File: src/rtl/axi_lsu_master_pkg.sv
// Shared widths, response encoding, FSM state type and latched-request record for the AXI LSU master.
package defs;

    localparam int AXI_ADDR_BITS = 32;
    localparam int AXI_DATA_BITS = 32;
    localparam int AXI_STRB_BITS = AXI_DATA_BITS / 8;

    localparam logic [1:0] AXI_RESP_OKAY = 2'b00;

    typedef enum logic [2:0] {
        IDLE,
        RD_ADDR,
        RD_DATA,
        WR_REQ,
        WR_RESP,
        DONE
    } lsu_state_e;

    typedef struct packed {
        logic [AXI_ADDR_BITS-1:0] addr;
        logic [AXI_DATA_BITS-1:0] wdata;
        logic [AXI_STRB_BITS-1:0] wstrb;
    } lsu_req_t;

    function automatic logic resp_is_err(input logic [1:0] resp);
        return resp != AXI_RESP_OKAY;
    endfunction

endpackage

File: src/rtl/axi_lsu_master.sv
// Single-outstanding core load/store to AXI master; optional watchdog under AXI_MASTER_TIMEOUT_EN.
// Best-case load: rsp_valid in the 3rd cycle after acceptance. req_ready only in IDLE; rsp has no backpressure.
module axi_lsu_master
    import defs::*;
#(
    parameter int TIMEOUT_CYCLES = 256
) (
    input  logic                     ACLK,
    input  logic                     ARESETn,

    input  logic                     req_valid,
    output logic                     req_ready,
    input  logic                     req_we,
    input  logic [AXI_ADDR_BITS-1:0] req_addr,
    input  logic [AXI_DATA_BITS-1:0] req_wdata,
    input  logic [AXI_STRB_BITS-1:0] req_wstrb,

    output logic                     rsp_valid,
    output logic [AXI_DATA_BITS-1:0] rsp_rdata,
    output logic                     rsp_err,

    output logic [AXI_ADDR_BITS-1:0] ARADDR,
    output logic                     ARVALID,
    input  logic                     ARREADY,

    input  logic [AXI_DATA_BITS-1:0] RDATA,
    input  logic [1:0]               RRESP,
    input  logic                     RVALID,
    output logic                     RREADY,

    output logic [AXI_ADDR_BITS-1:0] AWADDR,
    output logic                     AWVALID,
    input  logic                     AWREADY,

    output logic [AXI_DATA_BITS-1:0] WDATA,
    output logic [AXI_STRB_BITS-1:0] WSTRB,
    output logic                     WVALID,
    input  logic                     WREADY,

    input  logic [1:0]               BRESP,
    input  logic                     BVALID,
    output logic                     BREADY
);

    lsu_state_e state_q, state_d;

    lsu_req_t                 req_q, req_d;
    logic                     req_ready_q, req_ready_d;
    logic                     arvalid_q, arvalid_d;
    logic                     rready_q, rready_d;
    logic                     awvalid_q, awvalid_d;
    logic                     wvalid_q, wvalid_d;
    logic                     bready_q, bready_d;
    logic                     rsp_valid_q, rsp_valid_d;
    logic [AXI_DATA_BITS-1:0] rsp_rdata_q, rsp_rdata_d;
    logic                     rsp_err_q, rsp_err_d;

    logic req_fire;
    logic r_fire;
    logic b_fire;
    logic tmo_fire;

    assign req_fire = req_valid && req_ready_q;
    assign r_fire   = rready_q && RVALID;
    assign b_fire   = bready_q && BVALID;

`ifdef AXI_MASTER_TIMEOUT_EN
    localparam int TMO_W = $clog2(TIMEOUT_CYCLES + 1);

    logic [TMO_W-1:0] tmo_cnt_q, tmo_cnt_d;
    logic             busy;

    assign busy = (state_q == RD_ADDR) || (state_q == RD_DATA) ||
                  (state_q == WR_REQ)  || (state_q == WR_RESP);

    // A handshake landing on the final watchdog cycle still completes normally.
    assign tmo_fire = busy && (tmo_cnt_q == TMO_W'(TIMEOUT_CYCLES - 1)) && !r_fire && !b_fire;

    always_comb begin
        tmo_cnt_d = '0;
        if (busy && !tmo_fire) begin
            tmo_cnt_d = tmo_cnt_q + 1'b1;
        end
    end

    always_ff @(posedge ACLK or negedge ARESETn) begin
        if (!ARESETn) begin
            tmo_cnt_q <= '0;
        end else begin
            tmo_cnt_q <= tmo_cnt_d;
        end
    end
`else
    logic unused_timeout_param;

    assign tmo_fire             = 1'b0;
    assign unused_timeout_param = ^TIMEOUT_CYCLES;
`endif

    always_ff @(posedge ACLK or negedge ARESETn) begin
        if (!ARESETn) begin
            state_q <= IDLE;
        end else begin
            state_q <= state_d;
        end
    end

    always_comb begin
        state_d = state_q;
        case (state_q)
            IDLE: begin
                if (req_fire) begin
                    state_d = req_we ? WR_REQ : RD_ADDR;
                end
            end
            RD_ADDR: begin
                if (arvalid_q && ARREADY) begin
                    state_d = RD_DATA;
                end
            end
            RD_DATA: begin
                if (r_fire) begin
                    state_d = DONE;
                end
            end
            WR_REQ: begin
                // Address and data may complete in either order or together.
                if ((!awvalid_q || AWREADY) && (!wvalid_q || WREADY)) begin
                    state_d = WR_RESP;
                end
            end
            WR_RESP: begin
                if (b_fire) begin
                    state_d = DONE;
                end
            end
            DONE: begin
                state_d = IDLE;
            end
            default: begin
                state_d = IDLE;
            end
        endcase
        if (tmo_fire) begin
            state_d = DONE;
        end
    end

    always_comb begin
        req_ready_d = (state_d == IDLE);
        arvalid_d   = (state_d == RD_ADDR);
        rready_d    = (state_d == RD_DATA);
        bready_d    = (state_d == WR_RESP);

        awvalid_d = 1'b0;
        wvalid_d  = 1'b0;
        if (state_d == WR_REQ) begin
            awvalid_d = (state_q == IDLE) || (awvalid_q && !AWREADY);
            wvalid_d  = (state_q == IDLE) || (wvalid_q && !WREADY);
        end

        req_d = req_q;
        if (req_fire) begin
            req_d.addr  = req_addr;
            req_d.wdata = req_wdata;
            req_d.wstrb = req_wstrb;
        end

        rsp_valid_d = (state_d == DONE);
        rsp_rdata_d = '0;
        rsp_err_d   = 1'b0;
        if (tmo_fire) begin
            rsp_err_d = 1'b1;
        end else if (r_fire) begin
            rsp_rdata_d = RDATA;
            rsp_err_d   = resp_is_err(RRESP);
        end else if (b_fire) begin
            rsp_err_d = resp_is_err(BRESP);
        end
    end

    always_ff @(posedge ACLK or negedge ARESETn) begin
        if (!ARESETn) begin
            req_q       <= '0;
            req_ready_q <= 1'b0;
            arvalid_q   <= 1'b0;
            rready_q    <= 1'b0;
            awvalid_q   <= 1'b0;
            wvalid_q    <= 1'b0;
            bready_q    <= 1'b0;
            rsp_valid_q <= 1'b0;
            rsp_rdata_q <= '0;
            rsp_err_q   <= 1'b0;
        end else begin
            req_q       <= req_d;
            req_ready_q <= req_ready_d;
            arvalid_q   <= arvalid_d;
            rready_q    <= rready_d;
            awvalid_q   <= awvalid_d;
            wvalid_q    <= wvalid_d;
            bready_q    <= bready_d;
            rsp_valid_q <= rsp_valid_d;
            rsp_rdata_q <= rsp_rdata_d;
            rsp_err_q   <= rsp_err_d;
        end
    end

    assign req_ready = req_ready_q;
    assign rsp_valid = rsp_valid_q;
    assign rsp_rdata = rsp_rdata_q;
    assign rsp_err   = rsp_err_q;

    assign ARADDR  = req_q.addr;
    assign ARVALID = arvalid_q;
    assign RREADY  = rready_q;
    assign AWADDR  = req_q.addr;
    assign AWVALID = awvalid_q;
    assign WDATA   = req_q.wdata;
    assign WSTRB   = req_q.wstrb;
    assign WVALID  = wvalid_q;
    assign BREADY  = bready_q;

endmodule
File: config.mk
export PLATFORM = sky130hd
export DESIGN_NAME = axi_lsu_master
export DESIGN_NICKNAME = d
export VERILOG_FILES = /design/src/rtl/axi_lsu_master_pkg.sv /design/src/rtl/axi_lsu_master.sv
export SDC_FILE = /design/constraint.sdc
export NUM_CORES = 1
export LEC_CHECK = 0
export ABC_AREA = 1
export BUFFER_PORTS_ARGS = -buffer_cell sky130_fd_sc_hd__buf_2
export CAP_MARGIN = 20
export CORE_ASPECT_RATIO = 0.5
export CORE_MARGIN = 3
export CORE_UTILIZATION = 44
export CTS_CLUSTER_DIAMETER = 60
export DETAILED_ROUTE_END_ITERATION = 10
export GPL_TIMING_DRIVEN = 0
export PLACE_DENSITY = 0.79
export SLEW_MARGIN = 30
export SYNTH_ARGS = -nofsm -noshare
export SYNTH_HDL_FRONTEND = slang
export SYNTH_SLANG_ARGS = --single-unit
export TNS_END_PERCENT = 5
File: constraint.sdc
create_clock -name ACLK -period 1.7 [get_ports ACLK]
set_clock_uncertainty 0.05 [all_clocks]
set_input_delay 0.255 -clock ACLK [delete_from_list [all_inputs] [get_ports ACLK]]
set_output_delay 0.255 -clock ACLK [all_outputs]
set_load 0.005 [all_outputs]
* After elaboration in Yosys (flattened, before gate mapping) *
Index checks and enable logic that the tools add are counted.

storage, ports and cells
  flip-flop bits (word level) = 111
  input bits = 113
  output and inout bits = 140
  word-level logic and storage cells = 53

cells by class
  equal/unequal tests = 9
  mux-type cells = 12
  reduce and logical (&&, ||, !) cells = 19

operators by type and width
  kind                                                                   number
  32-bit 2-to-1 mux                                                      1
  3-bit 2-to-1 mux                                                       5
  3-bit one-hot mux with 5 select lines                                  1
  3-bit by 2-bit equality test with 1-bit output, second input constant  4
  3-bit equality test, second input constant                             3
  1-bit logical AND                                                      7
  3-bit by 1-bit equality test with 1-bit output, second input constant  2
  3-bit zero test                                                        2
  1-bit zero test                                                        4
  1-bit logical OR                                                       4
  1-bit 2-to-1 mux                                                       4
  2-bit nonzero test                                                     2
  2-bit 2-to-1 mux                                                       1

* Longest topological paths before layout *
Gate-level depths: netlist of the first run.

  depth in word-level cells = 7
  mapped depth = 9
  gate-level depth less buffers = 9

* Worst setup path after synthesis of the first run *
Ideal clock, no wire load.

  path type = reg2reg
  start = register req_ready_q (netlist: req_ready)
  end = register req_q (netlist bit ARADDR[10])
  setup time = 125 ps
  data arrival time = 1110 ps
  required time = 1525 ps
  path slack = 415 ps
  stages on the path, launching flop included = 5
  path buffers = 2
  period minus slack after synthesis = 1285 ps
  cell sequence = dfrtp_1 > nand2_2 > buf_6 > buf_6 > mux2_4

between the ends
  word-level cells in the longest chain between the ends = 1

RTL lines
  what                      line                   source
  start: declaration        axi_lsu_master.sv:48   logic req_ready_q, req_ready_d;
  start signal: assignment  axi_lsu_master.sv:196  req_ready_q <= req_ready_d;
  1-bit logical AND         axi_lsu_master.sv:63   assign req_fire = req_valid && req_ready_q;
  end signal: assignment    axi_lsu_master.sv:195  req_q <= req_d;
  end: declaration          axi_lsu_master.sv:47   lsu_req_t req_q, req_d;

Every way passes these cells.
A chain may end at the register's enable or synchronous reset.

* Final worst setup path of the first run *
  start = register req_ready_q (netlist: req_ready)
  end = register req_q (netlist bit ARADDR[22])

The elaborated chain is that of the path after synthesis.

==> results.toml, run 1 <==
[synth]
yosysSeqAreaShare = 0.627
yosysTopAreaCell = "dfrtp_1"
postSynthCellCount = 347
synth_top_area_share = 0.627
ys_seq_elements = 111
syn-mean-instance-area_um2 = 12.8
synth_fp_nets = 460
syn_area_um2 = 4430
synth_area_leaders = "dfrtp_1 63%, mux2_2 12%, mux2_4 6.8%, buf_4 5.4%, nor2_1 3.8%"
synth_cell_types = 16
yosysWarnings = 0

[timing]
rsz0062_at_grt = "no"
report.final.slew_viol_count = 0
fin_crit_sh = 0.851
final.setup.worst_slack_ns = 0.254
hold_ws_ns = 0.0612
period_minus_slack_ns = 1.45
finalHoldViolations = 0
worst_slew_margin_rel = 0.622
setup_viol = 0
worst_pin_slew_ns = 0.567
fmax_mhz = 692

[final_layout]
nNetsFinal = 725
num-fill-cells = 793
syn_to_final_growth_pct = 40.8
diodes = 0
drive_gt1_frac = 0.611
fin_area_um2 = 6230
stdcell_count = 750

[route]
ant_nets = 0
post-route-drc-count = 0
via_count = 3269
finalWirelength_um = 11200
first_pass_iters = 4
detail_route.wl_per_cell_um = 15.0
drt_iter0_drc = 116
viasPerCell = 4.36

[clock_tree]
cts_tree = "built"
numCtsBuffers = 9
clock_sinks = 111
cts_resized = 0
cts-root-buf = "clkbuf_16"
htree_num_levels = 3
cts_setup_buffers = 0
clkSlewWorstSetupHoldPaths_ns = 0.07
clock_latency_ns = 0.34
cts.path.max_buffers = 2

[die]
core_area_um2 = 9600
start_util = 0.461
fp-row-count = 25
fp.dieW_um = 148
ios = 253
die_area_um2 = 11400
die_h_um = 76.9

[worst_setup_path]
r2r_cells = 4
arrival_ns = 1.62
critPathLaunch = "req_ready$_DFF_PN0_"
r2r_start = "req_ready$_DFF_PN0_"
crit_required_ns = 1.88
critPathKind = "reg2reg"
cp-end-kind = "register"
crit_fanout = 10
start_kind = "register"

[global_route]
gr-total-overflow = 0
grt_pass1_vias = 3340
grt_pass1_wl_um = 17500
grt_usage = 0.198
antenna_found_initial = 0
grt_max_degree = 62

[placed_design]
dp.cells = 735
gp_congestion = 0.805
dpl_cell_area_um2 = 5890
io_buffers = 252
pre_cts_ws_ns = 0.244
dp_hpwl_um = 8860

[pwr]
pwr_density_cell_nw_per_um2 = 1730
total_power_w = 0.0108
max-vdd-ir-drop_mv = 0.862
leakagePower_nw = 3.62

[worst_hold_path]
min_from = "RDATA[7]"
hp-class = "in2reg"
min_path_cells = 3

[flow_run]
cap_viol_max_count = 0

[status]
outcome = "finished, final reports clean"
## state kept, by name (all words and copies together), names as in the netlist, 3 cells and up
signal,cells
rsp_rdata,32
WDATA,32
ARADDR,32
WSTRB,4
state_q,3
## Yosys cell counts
master and number:
a21oi_1 2, o21ai_0 3, buf_4 32, clkbuf_1 3, nor2_1 45, inv_1 43
nand4_1 2, mux2_2 48, buf_6 3, nor3_1 1, dfrtp_1 111, nand2_2 2
mux2_4 20, nand3_1 10, buf_2 4, nand2_1 18
## worst max-delay path, stage by stage, from the launching register on
cell and delay, ns:
dfrtp_1 0.42, nand2_2 0.16, buf_6 0.18, buf_6 0.19
mux2_4 0.32
## report_power, final
group	leakage, nW	switching (W)	internal [W]
clock network	0.164	0.000897	0.00146
registers	1.39	0.000627	0.00365
logic	2.07	0.00161	0.00251
## worst paths after layout
path / slack [ns] / to
worst min-delay path: 0.06 / rsp_rdata[7]$_DFF_PN0_
max in group asynchronous: 0.55 / rsp_rdata[19]$_DFF_PN0_
worst min register to register: 0.45 / WDATA[21]$_DFFE_PN0P_
worst max register to register: 0.25 / ARADDR[22]$_DFFE_PN0P_
min in group asynchronous: 0.42 / ARADDR[22]$_DFFE_PN0P_
worst max-delay path: 0.25 / ARADDR[22]$_DFFE_PN0P_
## what timing repair did
| action | CTS | global route |
|---|---|---|
| setup endpoints to repair | 0 | 0 |
| hold buffers | 1 | 0 |
| hold endpoints to repair | 60 | 0 |
## kinds of logic (layout without fill, tap and decap cells)
group | count (synthesis) | count (layout) | share of synthesized area
AO/OA/AOI/OAI | 5 | 5 | 0.00565
buffers and inverters | 85 | 353 | 0.105
flip-flops | 111 | 111 | 0.627
multiplexers | 68 | 68 | 0.190
AND/OR/NAND/NOR | 78 | 78 | 0.0715
## per-stage QoR
stage	util	setup TNS (ns)
after global routing	0.649	0
after global placement	0.610	-102.85
final	0.649	0
after floorplan	-	0
after detailed placement	0.613	0
after CTS	0.649	0
## metal layers
metal | global-route usage | wire length [µm]
met1 | 0.220 | 4250
met2 | 0.376 | 6210
met3 | 0.0449 | 520
met4 | 0.0654 | 259
met5 | 0 | 0
## cell usage in the layout (no fill, tap or decap), types with 4 or more instances in the layout
cell type / instances
inv_1: 43
mux2_2: 48
dfrtp_1: 111
buf_4: 32
buf_6: 4
nand3_1: 10
nand2_1: 18
buf_2: 255
mux2_4: 20
clkbuf_16: 9
nor2_1: 45
## layout make-up
class                           count  area [µm²]  share of cell area
Buffer                             42         305              0.0490
Clock buffer                       10         239              0.0383
Clock inverter                      4        95.1              0.0153
Inverter                           43         161              0.0259
Multi-Input combinational cell    151        1180               0.190
Sequential cell                   111        2780               0.446
Tap cell                          135         169              0.0271
Timing Repair Buffer              254        1310               0.209
(Power assumes the default switching activity.)
==> run 2, diff against run 1 <==
==> constraint.sdc (replaced) <==
create_clock -name ACLK -period 1.56 [get_ports ACLK]
set_clock_uncertainty 0.05 [all_clocks]
set_input_delay 0.234 -clock ACLK [delete_from_list [all_inputs] [get_ports ACLK]]
set_output_delay 0.234 -clock ACLK [all_outputs]
set_load 0.005 [all_outputs]
==> run 2 against run 1 <==
Effect of this change:
- highest routed layer unchanged
- combinational power is 9.0% higher
- first-iteration DRC count is 2.6% higher
- sequential cell count stayed put
- hold slack worse by 0.020 ns
- sequential power is 9.1% higher
- final cell count stayed put
- design area hardly changed
- power is 9.0% higher
- critical endpoint unchanged
- critical path type unchanged
- clock-buffer cell count stayed put
- clock power is 8.9% higher
- critical path depth stayed put
==> results.toml, run 2 (synthesis results as in run 1) <==
[die]
die_area_um2 = 11400
ios = 253
fp-row-count = 25
start_util = 0.461
die_h_um = 76.9
core_area_um2 = 9600
fp.dieW_um = 148

[worst_setup_path]
crit_chain = "nand2_2 -> buf_6 -> buf_6 -> mux2_4"
cpLargestDelayFamily = "flip-flops"
critical_path_buf_inv_count = 2
max_stage_delay_ns = 0.42
crit_fanout = 10
cp-end-kind = "register"
start_kind = "register"
arrival_ns = 1.62
path_common_cell = "buf_6"
critPathKind = "reg2reg"
crit_slowest_cell = "dfrtp_1"
crit_required_ns = 1.74

[flow_run]
cap_viol_max_count = 0

[route]
first_pass_iters = 4
drt_iter0_drc = 119
ant_nets = 0
detail_route.wl_per_cell_um = 15.0
viasPerCell = 4.38
finalWirelength_um = 11200
via_count = 3286
post-route-drc-count = 0

[final_layout]
final_common_cell = "buf_2"
syn_to_final_growth_pct = 40.9
fin_area_um2 = 6240
mostFrequentLayoutCells = "255 x buf_2, 111 x dfrtp_1, 48 x mux2_2, 45 x nor2_1, 43 x inv_1"
nNetsFinal = 725
final_util = 0.650
drive_gt1_frac = 0.613
diodes = 0

[clock_tree]
clock_sinks = 111
clock_latency_ns = 0.34
numCtsBuffers = 9
cts.path.max_buffers = 2
cts-root-buf = "clkbuf_16"
cts_tree = "built"
clkSlewWorstSetupHoldPaths_ns = 0.07
htree_num_levels = 3

[placed_design]
pre_cts_ws_ns = 0.104
io_buffers = 252
dpl_cell_area_um2 = 5890
dp_hpwl_um = 8860
gp_congestion = 0.805

[timing]
fmax_mhz = 692
period_minus_slack_ns = 1.45
worst_pin_slew_ns = 0.567
fin_crit_sh = 0.927
finalHoldViolations = 0
hold_ws_ns = 0.0412
rsz0062_at_grt = "no"
report.final.slew_viol_count = 0
final.setup.worst_slack_ns = 0.114
worst_slew_margin_rel = 0.622
setup_viol = 0

[worst_hold_path]
hp-class = "in2reg"

[pwr]
intPower_w = 0.00831
max-vdd-ir-drop_mv = 0.937
clockPowerShare = 0.219
p_sw_frac = 0.292
pwr_density_cell_nw_per_um2 = 1880
leakagePower_nw = 3.62
combPwrFrac = 0.383
pwr-share-seq = 0.398
p_switching_w = 0.00342

[global_route]
grt_pass1_vias = 3340
grt_pass1_wl_um = 17500
grt_usage = 0.198
gr-total-overflow = 0
grt_max_degree = 62
antenna_found_initial = 0

[status]
outcome = "finished, final reports clean"
==> run 2: cell counts in the layout (fill, tap and decap cells not counted) <==
Identical to the previous run, type by type.
==> run 2: through the flow <==
step / cells / power (W) / TNS, ns
floorplan: 347 / 0.00711 / 0
global placement: 734 / 0.00908 / -116.06
detailed placement: 735 / 0.00928 / 0
CTS: 750 / 0.0119 / 0
global route: 750 / 0.0125 / 0
finish: 750 / 0.0117 / 0
==> run 2: per-layer routing <==
metal	up-vias	global-route usage	wire (µm)
li1	1588	-	-
met4	0	0.0654	253
met2	92	0.376	6210
met3	23	0.0449	520
met1	1583	0.220	4240
met5	-	0	0
==> run 2: final timing paths <==
kind	depth (start not counted)	from	slack [ns]	to
min reg2reg	1	WDATA[17]$_DFFE_PN0P_	0.45	WDATA[17]$_DFFE_PN0P_
min in group asynchronous	2	ARESETn	0.40	ARADDR[20]$_DFFE_PN0P_
max reg2reg	4	req_ready$_DFF_PN0_	0.11	ARADDR[22]$_DFFE_PN0P_
min	3	RDATA[12]	0.04	rsp_rdata[12]$_DFF_PN0_
max	4	req_ready$_DFF_PN0_	0.11	ARADDR[22]$_DFFE_PN0P_
max in group asynchronous	3	ARESETn	0.43	rsp_rdata[19]$_DFF_PN0_
==> run 2: area by class of cell <==
cell class                      count  area [µm²]
Fill cell                         792        3370
Sequential cell                   111        2780
Clock inverter                      4        95.1
Clock buffer                       10         239
Multi-Input combinational cell    151        1180
Timing Repair Buffer              254        1310
Buffer                             42         305
Tap cell                          135         169
Inverter                           43         161
==> run 2: power groups by stage <==
stage          Combinational, W  Sequential (W)  Clock [W]
2_1_floorplan           0.00237         0.00474          0
3_3_place_gp            0.00444         0.00465          0
3_5_place_dp            0.00456         0.00472          0
4_1_cts                 0.00458         0.00468    0.00264
5_1_grt                 0.00491         0.00484    0.00274
6_report                0.00449         0.00467    0.00257
==> run 2: worst reg2reg max path, delay by kind of cell (launching register included) <==
family,cells,cell delay [ns]
flops,1,0.42
mux,1,0.32
buf+inv,2,0.38
simple gates,1,0.16
==> run 2: what timing repair did <==
action,in CTS,in global routing
buffers inserted,0,0
setup endpoints to repair,0,2
hold endpoints to repair,60,0
hold buffers,1,0
gates resized for setup,0,1
